===== src/rtl/spn_pkg.sv =====
// Shared types and default widths for the SPN host-side controller.
// Opcode and FSM encodings are common to the controller, its interface and benches.
package spn_pkg;

   typedef enum logic [1:0] {
      OP_NOP = 2'b00,
      OP_ENC = 2'b01,
      OP_DEC = 2'b10,
      OP_RSV = 2'b11
   } spn_op_t;

   typedef enum logic [1:0] {
      S_IDLE,
      S_ISSUE,
      S_RESP
   } host_state_t;

   localparam int SPN_DW = 16;
   localparam int SPN_KW = 32;

   // Only encrypt and decrypt ever reach the core.
   function automatic logic op_is_legal(input logic [1:0] op);
      return (op == OP_ENC) || (op == OP_DEC);
   endfunction

endpackage


===== src/rtl/spn_host_ctrl_if.sv =====
// Request/response streams plus the core pin bundle of the SPN host controller.
// slave = controller view, master = host front-end / core environment view.
interface spn_host_ctrl_if #(
   parameter int DW = 16,
   parameter int KW = 32
);
   logic          req_valid;
   logic          req_ready;
   logic [1:0]    req_op;
   logic [DW-1:0] req_data;
   logic [KW-1:0] req_key;

   logic          rsp_valid;
   logic          rsp_ready;
   logic [1:0]    rsp_op;
   logic [DW-1:0] rsp_data;
   logic          rsp_err;

   logic [1:0]    core_opcode;
   logic [DW-1:0] core_data;
   logic [KW-1:0] core_key;
   logic [DW-1:0] core_result;
   logic [1:0]    core_valid;

   modport slave (
      input  req_valid, req_op, req_data, req_key,
      output req_ready,
      output rsp_valid, rsp_op, rsp_data, rsp_err,
      input  rsp_ready,
      output core_opcode, core_data, core_key,
      input  core_result, core_valid
   );

   modport master (
      output req_valid, req_op, req_data, req_key,
      input  req_ready,
      input  rsp_valid, rsp_op, rsp_data, rsp_err,
      output rsp_ready,
      input  core_opcode, core_data, core_key,
      output core_result, core_valid
   );

endinterface


===== src/rtl/spn_sat_ctr.sv =====
// Up-counter with increment enable that sticks at all-ones instead of wrapping.
module spn_sat_ctr #(
   parameter int W = 16
) (
   input  logic         clk,
   input  logic         rst_n,
   input  logic         inc_i,
   output logic [W-1:0] cnt_o
);

   logic [W-1:0] cnt_q;

   always_ff @(posedge clk or negedge rst_n) begin
      if (!rst_n) begin
         cnt_q <= '0;
      end else if (inc_i && (cnt_q != {W{1'b1}})) begin
         cnt_q <= cnt_q + W'(1);
      end
   end

   assign cnt_o = cnt_q;

endmodule


===== src/rtl/spn_host_ctrl.sv =====
// Initiator-side controller for the SPN core: accepts enc/dec requests, drives the
// core, waits for its valid echo and returns a buffered result or error response.
module spn_host_ctrl
   import spn_pkg::*;
#(
   parameter int DW      = SPN_DW,
   parameter int KW      = SPN_KW,
   parameter int TIMEOUT = 64
) (
   input  logic           clk,
   input  logic           rst_n,
   spn_host_ctrl_if.slave bus,
   output logic [15:0]    cnt_done,
   output logic [15:0]    cnt_err
);

   localparam int WW = $clog2(TIMEOUT + 1);

   host_state_t   state_q, state_d;
   logic [1:0]    op_q, op_d;
   logic [WW-1:0] wait_q, wait_d;

   logic [1:0]    core_opcode_q, core_opcode_d;
   logic [DW-1:0] core_data_q, core_data_d;
   logic [KW-1:0] core_key_q, core_key_d;

   logic          rsp_valid_q, rsp_valid_d;
   logic [1:0]    rsp_op_q, rsp_op_d;
   logic [DW-1:0] rsp_data_q, rsp_data_d;
   logic          rsp_err_q, rsp_err_d;

   logic          done_inc;
   logic          err_inc;

   always_comb begin
      state_d       = state_q;
      op_d          = op_q;
      wait_d        = wait_q;
      core_opcode_d = core_opcode_q;
      core_data_d   = core_data_q;
      core_key_d    = core_key_q;
      rsp_valid_d   = rsp_valid_q;
      rsp_op_d      = rsp_op_q;
      rsp_data_d    = rsp_data_q;
      rsp_err_d     = rsp_err_q;
      done_inc      = 1'b0;
      err_inc       = 1'b0;

      case (state_q)
         S_IDLE: begin
            if (bus.req_valid) begin
               op_d = bus.req_op;
               if (op_is_legal(bus.req_op)) begin
                  state_d       = S_ISSUE;
                  core_opcode_d = bus.req_op;
                  core_data_d   = bus.req_data;
                  core_key_d    = bus.req_key;
                  wait_d        = WW'(1);
               end else begin
                  // Reserved/NOP requests are answered without touching the core.
                  state_d     = S_RESP;
                  rsp_valid_d = 1'b1;
                  rsp_op_d    = bus.req_op;
                  rsp_data_d  = '0;
                  rsp_err_d   = 1'b1;
                  err_inc     = 1'b1;
               end
            end
         end

         S_ISSUE: begin
            // A matching echo wins even on the final allowed wait cycle.
            if (bus.core_valid == op_q) begin
               state_d       = S_RESP;
               core_opcode_d = OP_NOP;
               rsp_valid_d   = 1'b1;
               rsp_op_d      = op_q;
               rsp_data_d    = bus.core_result;
               rsp_err_d     = 1'b0;
               done_inc      = 1'b1;
            end else if ((bus.core_valid != 2'b00) || (wait_q == WW'(TIMEOUT))) begin
               state_d       = S_RESP;
               core_opcode_d = OP_NOP;
               rsp_valid_d   = 1'b1;
               rsp_op_d      = op_q;
               rsp_data_d    = '0;
               rsp_err_d     = 1'b1;
               err_inc       = 1'b1;
            end else begin
               wait_d = wait_q + WW'(1);
            end
         end

         S_RESP: begin
            if (bus.rsp_ready) begin
               state_d     = S_IDLE;
               rsp_valid_d = 1'b0;
            end
         end

         default: begin
            state_d = S_IDLE;
         end
      endcase
   end

   always_ff @(posedge clk or negedge rst_n) begin
      if (!rst_n) begin
         state_q       <= S_IDLE;
         op_q          <= OP_NOP;
         wait_q        <= '0;
         core_opcode_q <= OP_NOP;
         core_data_q   <= '0;
         core_key_q    <= '0;
         rsp_valid_q   <= 1'b0;
         rsp_op_q      <= OP_NOP;
         rsp_data_q    <= '0;
         rsp_err_q     <= 1'b0;
      end else begin
         state_q       <= state_d;
         op_q          <= op_d;
         wait_q        <= wait_d;
         core_opcode_q <= core_opcode_d;
         core_data_q   <= core_data_d;
         core_key_q    <= core_key_d;
         rsp_valid_q   <= rsp_valid_d;
         rsp_op_q      <= rsp_op_d;
         rsp_data_q    <= rsp_data_d;
         rsp_err_q     <= rsp_err_d;
      end
   end

   assign bus.req_ready   = (state_q == S_IDLE);
   assign bus.core_opcode = core_opcode_q;
   assign bus.core_data   = core_data_q;
   assign bus.core_key    = core_key_q;
   assign bus.rsp_valid   = rsp_valid_q;
   assign bus.rsp_op      = rsp_op_q;
   assign bus.rsp_data    = rsp_data_q;
   assign bus.rsp_err     = rsp_err_q;

   spn_sat_ctr #(.W(16)) u_cnt_done (
      .clk   (clk),
      .rst_n (rst_n),
      .inc_i (done_inc),
      .cnt_o (cnt_done)
   );

   spn_sat_ctr #(.W(16)) u_cnt_err (
      .clk   (clk),
      .rst_n (rst_n),
      .inc_i (err_inc),
      .cnt_o (cnt_err)
   );

endmodule


===== src/flat_wrapper.sv =====
// flat-port wrapper written by rule: the top's interface ports become plain ports
module spn_host_ctrl_flat import spn_pkg::*;
#(
   parameter int DW      = SPN_DW,
   parameter int KW      = SPN_KW,
   parameter int TIMEOUT = 64
)
  (clk, rst_n, cnt_done, cnt_err, bus_req_valid, bus_req_op, bus_req_data, bus_req_key, bus_req_ready, bus_rsp_valid, bus_rsp_op, bus_rsp_data, bus_rsp_err, bus_rsp_ready, bus_core_opcode, bus_core_data, bus_core_key, bus_core_result, bus_core_valid);
  spn_host_ctrl_if #(.DW(DW), .KW(KW)) bus_i ();
  input  logic clk;
  input  logic rst_n;
  output logic [15:0] cnt_done;
  output logic [15:0] cnt_err;
  input wire logic [$bits(bus_i.req_valid)-1:0] bus_req_valid;
  input wire logic [$bits(bus_i.req_op)-1:0] bus_req_op;
  input wire logic [$bits(bus_i.req_data)-1:0] bus_req_data;
  input wire logic [$bits(bus_i.req_key)-1:0] bus_req_key;
  output wire logic [$bits(bus_i.req_ready)-1:0] bus_req_ready;
  output wire logic [$bits(bus_i.rsp_valid)-1:0] bus_rsp_valid;
  output wire logic [$bits(bus_i.rsp_op)-1:0] bus_rsp_op;
  output wire logic [$bits(bus_i.rsp_data)-1:0] bus_rsp_data;
  output wire logic [$bits(bus_i.rsp_err)-1:0] bus_rsp_err;
  input wire logic [$bits(bus_i.rsp_ready)-1:0] bus_rsp_ready;
  output wire logic [$bits(bus_i.core_opcode)-1:0] bus_core_opcode;
  output wire logic [$bits(bus_i.core_data)-1:0] bus_core_data;
  output wire logic [$bits(bus_i.core_key)-1:0] bus_core_key;
  input wire logic [$bits(bus_i.core_result)-1:0] bus_core_result;
  input wire logic [$bits(bus_i.core_valid)-1:0] bus_core_valid;
  assign bus_i.req_valid = bus_req_valid;
  assign bus_i.req_op = bus_req_op;
  assign bus_i.req_data = bus_req_data;
  assign bus_i.req_key = bus_req_key;
  assign bus_req_ready = bus_i.req_ready;
  assign bus_rsp_valid = bus_i.rsp_valid;
  assign bus_rsp_op = bus_i.rsp_op;
  assign bus_rsp_data = bus_i.rsp_data;
  assign bus_rsp_err = bus_i.rsp_err;
  assign bus_i.rsp_ready = bus_rsp_ready;
  assign bus_core_opcode = bus_i.core_opcode;
  assign bus_core_data = bus_i.core_data;
  assign bus_core_key = bus_i.core_key;
  assign bus_i.core_result = bus_core_result;
  assign bus_i.core_valid = bus_core_valid;
  spn_host_ctrl #(.DW(DW), .KW(KW), .TIMEOUT(TIMEOUT)) u_core (.clk(clk), .rst_n(rst_n), .bus(bus_i), .cnt_done(cnt_done), .cnt_err(cnt_err));
endmodule

===== config.mk =====
export PLATFORM = sky130hd
export DESIGN_NAME = spn_host_ctrl_flat
export DESIGN_NICKNAME = d
export VERILOG_FILES = /design/src/rtl/spn_pkg.sv /design/src/rtl/spn_host_ctrl_if.sv /design/src/rtl/spn_sat_ctr.sv /design/src/rtl/spn_host_ctrl.sv /design/src/flat_wrapper.sv
export SDC_FILE = /design/constraint.sdc
export NUM_CORES = 1
export LEC_CHECK = 0
export ABC_CLOCK_PERIOD_IN_PS = 2300
export CAP_MARGIN = 20
export CORE_ASPECT_RATIO = 0.7
export CORE_UTILIZATION = 35
export DETAILED_ROUTE_END_ITERATION = 10
export DONT_BUFFER_PORTS = 1
export PLACE_DENSITY_LB_ADDON = 0.25
export SLEW_MARGIN = 20
export SYNTH_ARGS = -nofsm -noshare
export SYNTH_HDL_FRONTEND = slang
export SYNTH_SLANG_ARGS = --single-unit

===== constraint.sdc =====
create_clock -name clk -period 2.3 [get_ports clk]
set_clock_uncertainty 0.05 [all_clocks]
set_input_delay 0.345 -clock clk [delete_from_list [all_inputs] [get_ports clk]]
set_output_delay 0.345 -clock clk [all_outputs]
set_load 0.005 [all_outputs]

After elaboration in Yosys (flattened, before gate mapping)
Index checks and enable logic that the tools add are counted.

Bits in registers: 113. Bits of input ports: 72. Output and inout port bits: 103. Logic and storage cells: 86.

Add/sub/neg operators: 3. Equality and inequality tests: 15. Multiplexer cells: 41. Reductions and logical operators: 15.

Operators by type and width (number): $mux 16 (4); $add 16x1->16 const B (2); $ne 16x16->1 const B (2); $pmux 16 s2 (1); $mux 7 (4); $mux 2 (13); $pmux 7 s2 (1); $mux 1 (12); $ne 2x2->1 const B (5); $reduce_and 5->1 (2); $pmux 2 s2 (2); $reduce_and 4->1 (2); $add 7x1->7 const B (1); $eq 7x7->1 const B (1); $pmux 2 s3 (1); $reduce_and 3->1 (2); $eq 2x1->1 const B (2); $eq 2x2->1 const B (2); $pmux 1 s2 (2); $reduce_bool 2->1 (2); $ne 3x1->1 const B (1); $pmux 1 s3 (1); $reduce_bool 3->1 (1); $eq 2x2->1 (1); 5 further kinds (7).

Depth between registers and ports, before layout
Gate-level depths: netlist of run 1.

Depth after elaboration: 6. Gate-level depth with buffers: 8. Mapped depth without buffers: 6.

By module
From an unflattened synthesis of run 1, not the netlist that was laid out.

Cell total of the unflattened synthesis: 384. Area total of the unflattened synthesis: 4941.0 sq um.

By module, submodules not included: spn_host_ctrl (instances 1, cells an instance 240, area each 3299.4 sq um, sequential area each 2026.9 sq um); spn_sat_ctr (u_core.u_cnt_done) (instances 1, cells an instance 72, area each 859.6 sq um, sequential area each 400.4 sq um); spn_sat_ctr (u_core.u_cnt_err) (instances 1, cells an instance 72, area each 782.0 sq um, sequential area each 400.4 sq um).

Worst setup path after synthesis of run 1
OpenSTA, ideal clock, no wires.

Path kind: register -> register. From: reg u_core.wait_q[0]. To: reg u_core.rsp_valid_q, in the netlist u_core.bus.rsp_valid. Setup time: 126 ps. Data arrival time: 1621 ps. Required time: 2124 ps. Path slack: 503 ps. Stages on the path, launching flop included: 8. Path buffers: 1. Clock period less this slack: 1797 ps. Cell sequence: dfrtp_1 -> inv_1 -> ha_1 -> a311oi_2 -> and2_1 -> buf_6 -> a311oi_1 -> a221o_1.

Longest elaborated chain between the ends: 4.

Ends and longest elaborated chain: from (decl) (RTL line spn_host_ctrl.sv:21) `logic [WW-1:0] wait_q, wait_d;`; from (signal assigned) (RTL line spn_host_ctrl.sv:122) `wait_q <= wait_d;`; $eq 7x7->1 (RTL line spn_host_ctrl.sv:81) `end else if ((bus.core_valid != 2'b00) || (wait_q == WW'(TIMEOUT))) begin`; $logic_or 1x1->1 (RTL line spn_host_ctrl.sv:81); $ne 3x1->1 (no line); $reduce_and 5->1 (no line); to (signal assigned) (RTL line spn_host_ctrl.sv:126) `rsp_valid_q <= rsp_valid_d;`; to (decl) (RTL line spn_host_ctrl.sv:27) `logic rsp_valid_q, rsp_valid_d;`.

Every way passes these cells. A chain may end at the register's enable or synchronous reset.

Worst setup path after layout of run 1
Same ends and word-level chain as after synthesis.

==> out/metrics.csv, run 1 <==
metric,value,unit
cts_tree,done,
power_leakage,2.82,nW
drc,0,
power_density,1150,nW/µm²
failed_checks,hold timing,
power,6.89,mW
gp_congestion,0.759,
cts_htree_levels,4,
yosys_register_bits,113,
crit_path_start_kind,flip-flop,
crit_path_end_kind,flip-flop,
synth-seq-area-share,0.584,
grt_remaining_overflow,0,
synth_area_leaders,"dfrtp_1 58%, nand2_1 13%, xnor2_1 4.2%",
r2r_cells,6,
fp-row-count,35,
hold_buffers,37,
post_cts_buffers,0,
initial_utilization,0.364,
drt-pass1-iter-count,5,
cts_resized,0,
portBuffers,0,
ys_types,47,
drive_above_1_share,0.113,
finish.utilization,0.449,
cp.depth,6,
io_pins,175,
coreArea,13300,µm²
area_delta_synth_final,23.4,%
syn-num-nets,539,
setup_violations,0,
cp_top_family,compound AO/OA/AOI/OAI gates,
fin_setup_tns,0,ps
fin_ws,279,ps
crit_buf_inv,1,
cts_made_buffers,17,
path_cells,inv_1 -> ha_1 -> a311oi_2 -> and2_1 -> a311oi_1 -> a221o_1,
hold_ws,-410,ps
drtIter0Drc,156,
cts_sinks,113,
final_antenna_net_count,0,
vias,3433,
worst_pin_slew,735,ps
viasPerCell,4.86,
clk_pin_slew,60,ps
antenna_found_initial,0,
dp_slack,303,ps
syn_area,4840,µm²
dieWidth,143,µm
crit_required,2530,ps
slowest_stage,a311oi_2,
die_area,14300,µm²
crit_type,flip-flop to flip-flop,
reg2reg_to,u_core.bus.rsp_valid,
cp.arrival,2250,ps
diodes,0,
dp_hpwl,7350,µm
cts-root-buf,clkbuf_16,
hp-class,input pin to async pin,
slowest_delay,420,ps
yosysWarnings,0,
routed_wl,11000,µm
clkLatencyLatePin,400,ps
r2r-start,u_core.wait_q[0],
final_net_count,585,
yosysTopAreaCell,dfrtp_1,
syn_avg_cell_area,10.5,µm²
drv_slew,0,
synth_top_area_frac,0.584,
die_h,100,µm
slew_headroom,0.510,
critPathMaxFanout,7,
post-route-period-util,0.879,
clockBufferDepth,2,
rsz0062_at_grt,no,
hold_viol,113,
maxCapViolCount,0,
ir_drop,0.000452,V
post-route-min-period,2020,ps
grt_max_degree,114,
synth_cells,463,
wl_per_cell,15.6,µm
status,"complete, but fails checks",
fmax,0.495,GHz
grtUsageTotal,0.159,
grt_pass1_wl,17400,µm
grt_pass1_vias,3389,
ff2ff_setup_slack,280,ps
[metrics by stage]
step / cells / area (µm²)
6_report: 707 / 5980
4_1_cts: 707 / 5980
5_1_grt: 707 / 5980
2_1_floorplan: 463 / 4840
3_5_place_dp: 638 / 5040
3_3_place_gp: 638 / 5040
[how the worst max path moves through the flow]
| stage | endpoint | start |
|---|---|---|
| 2_1_floorplan | u_core.bus.rsp_valid | u_core.wait_q[0] |
| 3_3_place_gp | u_core.bus.rsp_valid | u_core.wait_q[0] |
| 3_5_place_dp | u_core.bus.rsp_valid | u_core.wait_q[0] |
| 4_1_cts | u_core.bus.rsp_valid | u_core.wait_q[0] |
| 5_1_grt | u_core.wait_q[6] | u_core.wait_q[0] |
| 6_report | u_core.bus.rsp_valid | u_core.wait_q[0] |
[worst reg2reg max path, delay by kind of cell (launching register included)]
| family | cells | cell delay (ps) |
|---|---|---|
| compound gates | 3 | 830 |
| flops | 1 | 400 |
| simple gates | 1 | 350 |
| fa+ha+maj | 1 | 220 |
| buf+inv | 1 | 60 |
[logic make-up after synthesis]
| family | share of synthesized area |
|---|---|
| AOI/OAI and AO/OA | 0.0718 |
| DFF | 0.584 |
| muxes | 0.0201 |
| adders and majority gates | 0.0103 |
| xor gates and xnor gates | 0.0651 |
| and+or+nand+nor | 0.220 |
| buffers and inverters | 0.0284 |
[final cells by class]
class | instances | area [µm²]
Fill cell | 1226 | 7340
Clock buffer | 17 | 425
Multi-Input combinational cell | 324 | 1890
Clock inverter | 15 | 136
Inverter | 7 | 26.3
Tap cell | 185 | 231
Timing Repair Buffer | 46 | 438
Sequential cell | 113 | 2830
[state kept, by name (all words and copies together), names as in the netlist, 7 cells and up]
register,flops
u_core.bus.core_key,32
u_core.bus.core_data,16
u_core.bus.rsp_data,16
u_core.u_cnt_done.cnt_o,16
u_core.u_cnt_err.cnt_o,16
u_core.wait_q,7
[cells in the mapped netlist, drive strengths merged]
master   number
mux2          6
or2           1
nand4        16
and2          4
xnor2        23
a22o         16
a2111oi       1
clkbuf        6
nand3b        1
o21bai        1
dfrtp       113
mux2i         3
nor4          6
inv           7
a211o         1
a21boi        1
a2bb2oi       1
xor2         13
o21ai         4
nor3b         1
a311oi        2
and4          3
o22ai         1
o2bb2ai       1
ha            4
a21oi         5
nand2b        1
and3          7
a221o         1
nor3          6
a31oi         1
nor2b         1
nand3        16
nand2       162
and2b         1
nor2         12
buf          13
a311o         1
[placed cells by master, fill, tap and decap left out, types with 9 or more instances in the layout]
master	instances
nand2_1	162
dfrtp_1	113
dlygate4sd3_1	37
xnor2_1	23
clkbuf_16	17
a22o_1	16
nand4_1	15
nand3_1	15
xor2_1	13
nor2_1	10
buf_4	9
[power by group]
group / internal (mW) / total (mW) / switching, mW
sequential: 2.64 / 3.24 / 0.602
combinational: 0.535 / 1.19 / 0.659
clock: 1.49 / 2.46 / 0.963
total: 4.66 / 6.89 / 2.22
[routing by layer]
metal,track usage,share of wire,vias to the layer above
met1,0.194,0.45,1648
met2,0.253,0.46,124
met4,0.0637,0.011,0
met5,0,0,-
li1,-,-,1651
met3,0.0611,0.078,10
(Power assumes the default switching activity.)
==> run 2: changes to the inputs <==
CTS_BUF_LIST = sky130_fd_sc_hd__clkbuf_4 sky130_fd_sc_hd__clkbuf_8 sky130_fd_sc_hd__clkbuf_16   (was not set)
REMOVE_ABC_BUFFERS = 1   (was not set)
==> run 2 against run 1 <==
Effect of this change: the flow still finishes with violations (hold timing); worst setup slack got worse by 58 ps; combinational power is essentially flat; total power grew 2.1%; sequential power hardly changed; fmax shrank 2.8%; hold slack improved by 1.7 ps; die area is the same; clock-buffer cell count grew 2; non-clock buffer count grew 5; critical endpoint is now u_core.bus.rsp_data[6]; design area is 1.8% higher.
==> out/metrics.csv, run 2 (synthesis gave the netlist of run 1 again) <==
metric,value,unit,change
status,"complete, but fails checks",,
failed_checks,hold timing,,
ff2ff_setup_slack,220,ps,-60 ps
fmax,0.481,GHz,-2.8%
power_leakage,2.88,nW,+1.9%
r2r_cells,4,,-2
cts_tree,done,,
cts_htree_levels,4,,unchanged
crit_type,flip-flop to flip-flop,,
worst_pin_slew,705,ps,-30.5 ps
antenna_found_initial,0,,unchanged
post-route-period-util,0.904,,+0.0253
routed_wl,10900,µm,-0.62%
power,7.03,mW,+2.1%
clockBufferDepth,2,,unchanged
drt-pass1-iter-count,4,,-1
fp-row-count,35,,unchanged
post-route-min-period,2080,ps,+58.2 ps
crit_path_end_kind,flip-flop,,
io_pins,175,,unchanged
largest_register_ff_count,32,,unchanged
viasPerCell,4.79,,-1.4%
clkLatencyLatePin,400,ps,about the same
coreArea,13300,µm²,unchanged
setup_violations,0,,unchanged
fillCellCount,1232,,+0.49%
cts_made_buffers,17,,unchanged
grt_max_degree,114,,unchanged
initial_utilization,0.364,,unchanged
crit_required,2580,ps,+50 ps
final_net_count,590,,+0.85%
die_area,14300,µm²,unchanged
cts_sinks,113,,unchanged
cp.arrival,2360,ps,+110 ps
power_density,1160,nW/µm²,+0.33%
critPathMaxFanout,22,,+15
die_h,100,µm,unchanged
portBuffers,0,,unchanged
clk_pin_slew,60,ps,about the same
hold_buffers,44,,+19%
area_delta_synth_final,25.5,%,
dp_hpwl,6990,µm,-4.9%
rsz0062_at_grt,no,,
final_cell_mix,"162 x nand2_1, 113 x dfrtp_1, 44 x dlygate4sd3_1",,
cts-root-buf,clkbuf_16,,
worstSetupStartpoint,u_core.state_q[0],,
final_antenna_net_count,0,,unchanged
crit_path_start_kind,flip-flop,,
maxCapViolCount,0,,unchanged
grtUsageTotal,0.161,,+0.00261
hold_ws,-408,ps,+1.66 ps
reg2reg_to,u_core.bus.rsp_data[6],,
grt_pass1_vias,3566,,+5.2%
drive_above_1_share,0.108,,-0.00487
layout_commonest_cell,nand2_1,,
dieWidth,143,µm,unchanged
diodes,0,,unchanged
grt_pass1_wl,17700,µm,+1.8%
r2r-start,u_core.state_q[0],,
ir_drop,0.000477,V,+5.4%
drv_slew,0,,unchanged
drc,0,,unchanged
wl_per_cell,15.4,µm,-1.3%
hp-class,input pin to async pin,,
grt_remaining_overflow,0,,unchanged
gp_congestion,0.785,,+3.5%
vias,3408,,-0.73%
slew_headroom,0.530,,+0.0203
fin_setup_tns,0,ps,unchanged
hold_viol,113,,unchanged
drtIter0Drc,152,,-2.6%
-- run 2: cell count changes in the layout (fill, tap and decap cells not counted), moves of 2 or more --
cell           previous run  this run
clkinvlp_4                7         3
dlygate4sd3_1            37        44
clkinv_2                  2         0
clkinv_4                  1         5
buf_4                     9         6
-- run 2: what timing repair did --
action                    in CTS  in global routing
hold endpoints to repair     157                113
buffers inserted               0                  0
gates resized for setup        0                  0
-- run 2: stage by stage --
step	area [µm²]	util	setup WS, ps	cells	hold slack [ps]
finish	6080	0.457	221	712	-408
detailed placement	5040	0.379	238	636	1.63
global route	6080	0.457	30.1	712	-437
CTS	6080	0.457	216	712	-435
floorplan	4730	-	-750	444	-0.591
global placement	5040	0.379	278	636	1.78
-- run 2: metal layers --
layer / GRT usage / up-vias / wire length [µm]
li1: - / 1659 / -
met1: 0.200 / 1576 / 4860
met2: 0.252 / 162 / 4860
met3: 0.0668 / 11 / 1110
met4: 0.0604 / 0 / 104
met5: 0 / - / 0
-- run 2: power by group --
group          total, mW  internal, mW  switching (mW)
registers           3.26          2.64           0.626
logic               1.17         0.533           0.641
clock network       2.60          1.65           0.945
-- run 2: worst max-delay path, cell delays in order (launching register included) --
cell	delay, ps
dfrtp_1	500
and2b_1	240
a21boi_4	330
a211o_1	640
a22o_1	240
-- run 2: cell type report --
| class | instances | area [µm²] | area share |
|---|---|---|---|
| Sequential cell | 113 | 2830 | 0.465 |
| Multi-Input combinational cell | 324 | 1890 | 0.311 |
| Timing Repair Buffer | 51 | 505 | 0.0831 |
| Clock buffer | 19 | 447 | 0.0735 |
| Tap cell | 185 | 231 | 0.0381 |
| Clock inverter | 13 | 153 | 0.0251 |
| Inverter | 7 | 26.3 | 0.00432 |
-- run 2: worst max-delay path by stage --
stage,slack (ps),depth (start not counted),end
2_1_floorplan,-750,5,u_core.wait_q[1]
3_3_place_gp,280,4,u_core.bus.rsp_data[15]
3_5_place_dp,240,4,u_core.bus.rsp_op[0]
4_1_cts,220,4,u_core.bus.rsp_data[6]
5_1_grt,30,5,u_core.bus.rsp_op[1]
6_report,220,4,u_core.bus.rsp_data[6]
==> RTL edit 1, RTL diff (flow settings as in run 1) <==
The package constant `SPN_DW` goes from 16 to 20.
--- a/src/rtl/spn_pkg.sv
+++ b/src/rtl/spn_pkg.sv
@@ -17,3 +17,3 @@
 
-   localparam int SPN_DW = 16;
+   localparam int SPN_DW = 20;
    localparam int SPN_KW = 32;
Interface: changed (resized bus_core_data, bus_core_result, bus_req_data and bus_rsp_data); port bits go from 175 to 191. The function was not compared with the original's and may differ.
==> RTL edit 1 against run 1 <==
The run still ends with negative hold slack left. Setup slack worse by 0.018 ns. Sequential power is 15% higher. Critical path type unchanged. Combinational power is 40% higher. Fmax is 0.86% lower. Critical path depth stayed put. Sequential cell count is 8 higher. Utilization is 2.2 points lower. Wire length is 0.16% lower. Power is 19% higher. Die area is 7.2% higher. Synthesized area is 7.3% higher. Cell area is 1.4% higher.
==> RTL edit 1: results (changes against run 1) <==
outcome complete, but fails checks; failing checks negative hold slack; Fillers 1281 (+4.5%); sequential share of the synthesized area 58.3% (-0.13 points); Post-CTS Repair Setup Buffers 0 (unchanged); met3 Usage GRT 8.03% (+1.9 points); port buffer count 0 (unchanged); most common library cells after synthesis dfrtp_1, mux2_2, nand2_1; placed cells 580 (-9.1%); Hold Buf Count CTS 1 (-97%); WL final 11000 um (-0.16%); Synth Area per Inst 13.2 um2 (+26%); TritonCTS Buffers 17 (unchanged); Top FF cell, synth dfrtp_1; final hold slack -0.418 ns (-0.00840 ns); clock root cell clkbuf_16; GPL Wtd Cong 0.770 (+1.5%); drt pass-1 iters 4 (-1); setup tns final 0 ns (unchanged); GRT met1 Usage 18.0% (-1.4 points); global-route wire length before repair 17600 um (+1.2%); Cell Count, Final, Fillers Out 614 (-13%); slowest CP cell dfrtp_1; Worst Tran Pin Value 0.630 ns (-0.106 ns); vias in the first global route 3318 (-2.1%); gr usage total 14.9% (-1.0 points); P_leak 2.65 nW (-6.1%); ranking of synthesized cells by area dfrtp_1, mux2_2, a22o_1; largest net degree at the start of global routing 122 (+7.0%); crit-path leading delay family simple AND/OR/NAND/NOR gates; number of library cell types mapped by synthesis 51 (+8.5%); Initial DRC Count 116 (-26%); crit path max fanout 12 (+5); peak supply drop 0.523 mV (+16%); arrival time worst endpoint 2.32 ns (+0.07 ns); CP max stage delay 0.50 ns (+0.08 ns); layout cell share with drive strength beyond 1 28.8% (+17 points); final hold violation count 121 (+7.1%); GR Layer Usage met2 21.9% (-3.4 points); NumNets Final 495 (-15%); clock buffer depth 2 (unchanged); dpl hpwl 7550 um (+2.7%); Post-Syn Nets 479 (-11%); DRC errors left 0 (unchanged); via count 3228 (-6.0%)
## RTL edit 1: cell count changes after synthesis, sizes merged, moves of 5 or more
cell	delta
xnor2	-12
dfrtp	+8
mux2	+53
nand2	-141
a21oi	+7
or3	+5
o21ai	+7
xor2	+5
## RTL edit 1: metal layers
layer / vias up / wire length (um)
met5: - / 0
li1: 1471 / -
met1: 1615 / 4770
met2: 130 / 4950
met4: 0 / 174
met3: 12 / 1100
## RTL edit 1: stage by stage
stage / instance area, um2 / setup WS, ns
5_1_grt: 6060 / 0.0861
3_5_place_dp: 5420 / 0.272
6_report: 6060 / 0.261
3_3_place_gp: 5420 / 0.320
2_1_floorplan: 5200 / 0.322
4_1_cts: 6050 / 0.274
## RTL edit 1: path summary, 6_finish.rpt
path / from / end / slack (ns) / depth (start not counted)
max in group asynchronous: rst_n / u_core.u_cnt_done.cnt_o[5] / 2.38 / 0
min in group clk: bus_core_result[15] / u_core.bus.rsp_data[15] / 0.03 / 1
hold / removal: rst_n / u_core.bus.rsp_data[17] / -0.42 / 0
setup / recovery: u_core.state_q[1] / u_core.u_cnt_err.cnt_o[5] / 0.26 / 6
setup reg to reg: u_core.state_q[1] / u_core.u_cnt_err.cnt_o[5] / 0.26 / 6
hold reg to reg: u_core.bus.rsp_data[16] / u_core.bus.rsp_data[16] / 0.47 / 1
## RTL edit 1: final cells by class
cell class                      count  area share [%]
Multi-Input combinational cell    249            33.3
Timing Repair Buffer               13            1.90
Clock inverter                     15            3.32
Inverter                            9           0.557
Sequential cell                   121            49.9
Tap cell                          190            3.92
Clock buffer                       17            7.02
## RTL edit 1: power by group
part | switching (mW) | internal, mW
Clock | 0.986 | 1.81
Combinational | 0.751 | 0.919
Sequential | 0.752 | 2.96
Total | 2.49 | 5.69
## RTL edit 1: logic make-up (layout without fill, tap and decap cells)
family / count (synthesis) / in the layout / share of synthesized area [%]
buf+inv: 25 / 54 / 2.96
flops: 121 / 121 / 58.3
simple gates: 99 / 99 / 11.7
mux: 60 / 60 / 13.0
xor+xnor: 29 / 29 / 4.89
compound gates: 57 / 57 / 8.21
fa+ha+maj: 4 / 4 / 0.963
==> RTL edit 2, RTL diff (flow settings as in run 1) <==
Made on the original files. `core_data_q`, `core_key_q` and `rsp_data_q` no longer have a reset.
--- a/src/rtl/spn_host_ctrl.sv
+++ b/src/rtl/spn_host_ctrl.sv
@@ -112,7 +112,4 @@
          core_opcode_q <= OP_NOP;
-         core_data_q   <= '0;
-         core_key_q    <= '0;
          rsp_valid_q   <= 1'b0;
          rsp_op_q      <= OP_NOP;
-         rsp_data_q    <= '0;
          rsp_err_q     <= 1'b0;
@@ -123,9 +120,12 @@
          core_opcode_q <= core_opcode_d;
-         core_data_q   <= core_data_d;
-         core_key_q    <= core_key_d;
          rsp_valid_q   <= rsp_valid_d;
          rsp_op_q      <= rsp_op_d;
-         rsp_data_q    <= rsp_data_d;
          rsp_err_q     <= rsp_err_d;
       end
+   end
+
+   always_ff @(posedge clk) begin
+      core_data_q <= core_data_d;
+      core_key_q  <= core_key_d;
+      rsp_data_q  <= rsp_data_d;
    end
Behaviour: not the same (Yosys sat finds a counterexample within 4 cycles, from zero or initial values and one cycle with rst_n low).
==> RTL edit 2 against run 1 <==
Synthesized area fell by 6.6%. Critical path type unchanged. Sequential cell count did not move. Power fell by 6.9%. Count of clock-buffer cells in the layout rose by 4. Hold slack improved by 0.45 ns. Non-clock buffer count rose by 27. Largest cell class unchanged. Sequential share of layout area rose by 5.0 points. Synthesized cell count fell by 32%. Setup slack got worse by 0.19 ns. Cell area rose by 0.71%. Wire length fell by 7.2%.
==> RTL edit 2: results (changes against run 1) <==
most common library cells after synthesis edfxtp_1, dfrtp_1, nand2_1; peak supply drop 0.558 mV (+23%); worst hold path type primary input to flip-flop; placed cells 489 (-23%); flop-to-flop setup slack 0.09 ns (-0.19 ns); Post-Synth Adder-Cell Area 1.11% (+0.073 points); post-synthesis compound-gate area fraction 5.45% (-1.7 points); mux contribution to synthesized area 3.40% (+1.4 points); clock share of power 42.3% (+6.6 points); worst slack, placed -0.183 ns (-0.486 ns); crit-path leading delay family simple AND/OR/NAND/NOR gates; Post-synth EDFFs 64 (+64); drt pass-1 iters 4 (-1); gr usage total 16.6% (+0.72 points); R2R cell count 7 (+1); Initial DRC Count 118 (-24%); GR Layer Usage met2 25.2% (-0.071 points); Rel. slew slack 66.9% (+16 points); Post-Syn Nets 389 (-28%); P_leak 2.37 nW (-16%); dpl hpwl 7070 um (-3.8%); placed cell area 4860 um2 (-3.7%); outcome completed; arrival time worst endpoint 2.49 ns (+0.24 ns); WL final 10200 um (-7.2%); Synth Area per Inst 14.5 um2 (+38%)
RTL edit 2: logic make-up (layout without fill, tap and decap cells):
group / count (synthesis) / count (layout)
adder cells (fa/ha/maj): 4 / 4
buffers and inverters: 12 / 112
flip-flops: 113 / 113
multiplexers: 13 / 13
XOR/XNOR: 29 / 29
AND/OR/NAND/NOR: 113 / 113
AO/OA/AOI/OAI: 29 / 29
RTL edit 2: worst max path at each step:
| stage | to | startpoint | slack (ns) | cells after the start |
|---|---|---|---|---|
| 6_report | u_core.wait_q[5] | u_core.wait_q[0] | 0.09 | 7 |
| 5_1_grt | u_core.wait_q[5] | u_core.wait_q[0] | 0.001 | 7 |
| 4_1_cts | u_core.wait_q[5] | u_core.wait_q[0] | 0.10 | 7 |
| 3_5_place_dp | u_core.bus.rsp_data[10] | u_core.wait_q[3] | -0.18 | 5 |
| 3_3_place_gp | u_core.bus.rsp_data[7] | u_core.wait_q[3] | -0.12 | 5 |
| 2_1_floorplan | u_core.bus.rsp_op[0] | u_core.wait_q[3] | -0.02 | 5 |
RTL edit 2: power by group through the flow:
stage | Sequential, mW | Combinational, mW | Clock [mW]
after floorplan | 2.74 | 0.567 | 0
after global placement | 2.83 | 0.771 | 0
after detailed placement | 2.84 | 0.790 | 0
after CTS | 2.80 | 0.914 | 2.76
after global routing | 2.84 | 1.02 | 2.87
final | 2.79 | 0.906 | 2.71
RTL edit 2: layer usage:
| layer | vias to the layer above | wire length, um | share of wire [%] |
|---|---|---|---|
| met1 | 1380 | 4430 | 43 |
| li1 | 1337 | - | - |
| met4 | 0 | 157 | 1.5 |
| met5 | - | 0 | 0 |
| met3 | 12 | 649 | 6.4 |
| met2 | 81 | 4980 | 49 |
RTL edit 2: what timing repair did:
item | 4_1_cts | 5_1_grt
endpoints found under the setup margin | 11 | 0
endpoints found under the hold margin | 97 | 0
hold buffers | 50 | 0
buffers inserted | 4 | 0
RTL edit 2: final cells by class:
type | instances | area [um2]
Clock buffer | 21 | 450
Multi-Input combinational cell | 188 | 1330
Tap cell | 162 | 203
Timing Repair Buffer | 73 | 691
Clock inverter | 11 | 163
Inverter | 7 | 30.0
Sequential cell | 113 | 3150
Fill cell | 1115 | 6490
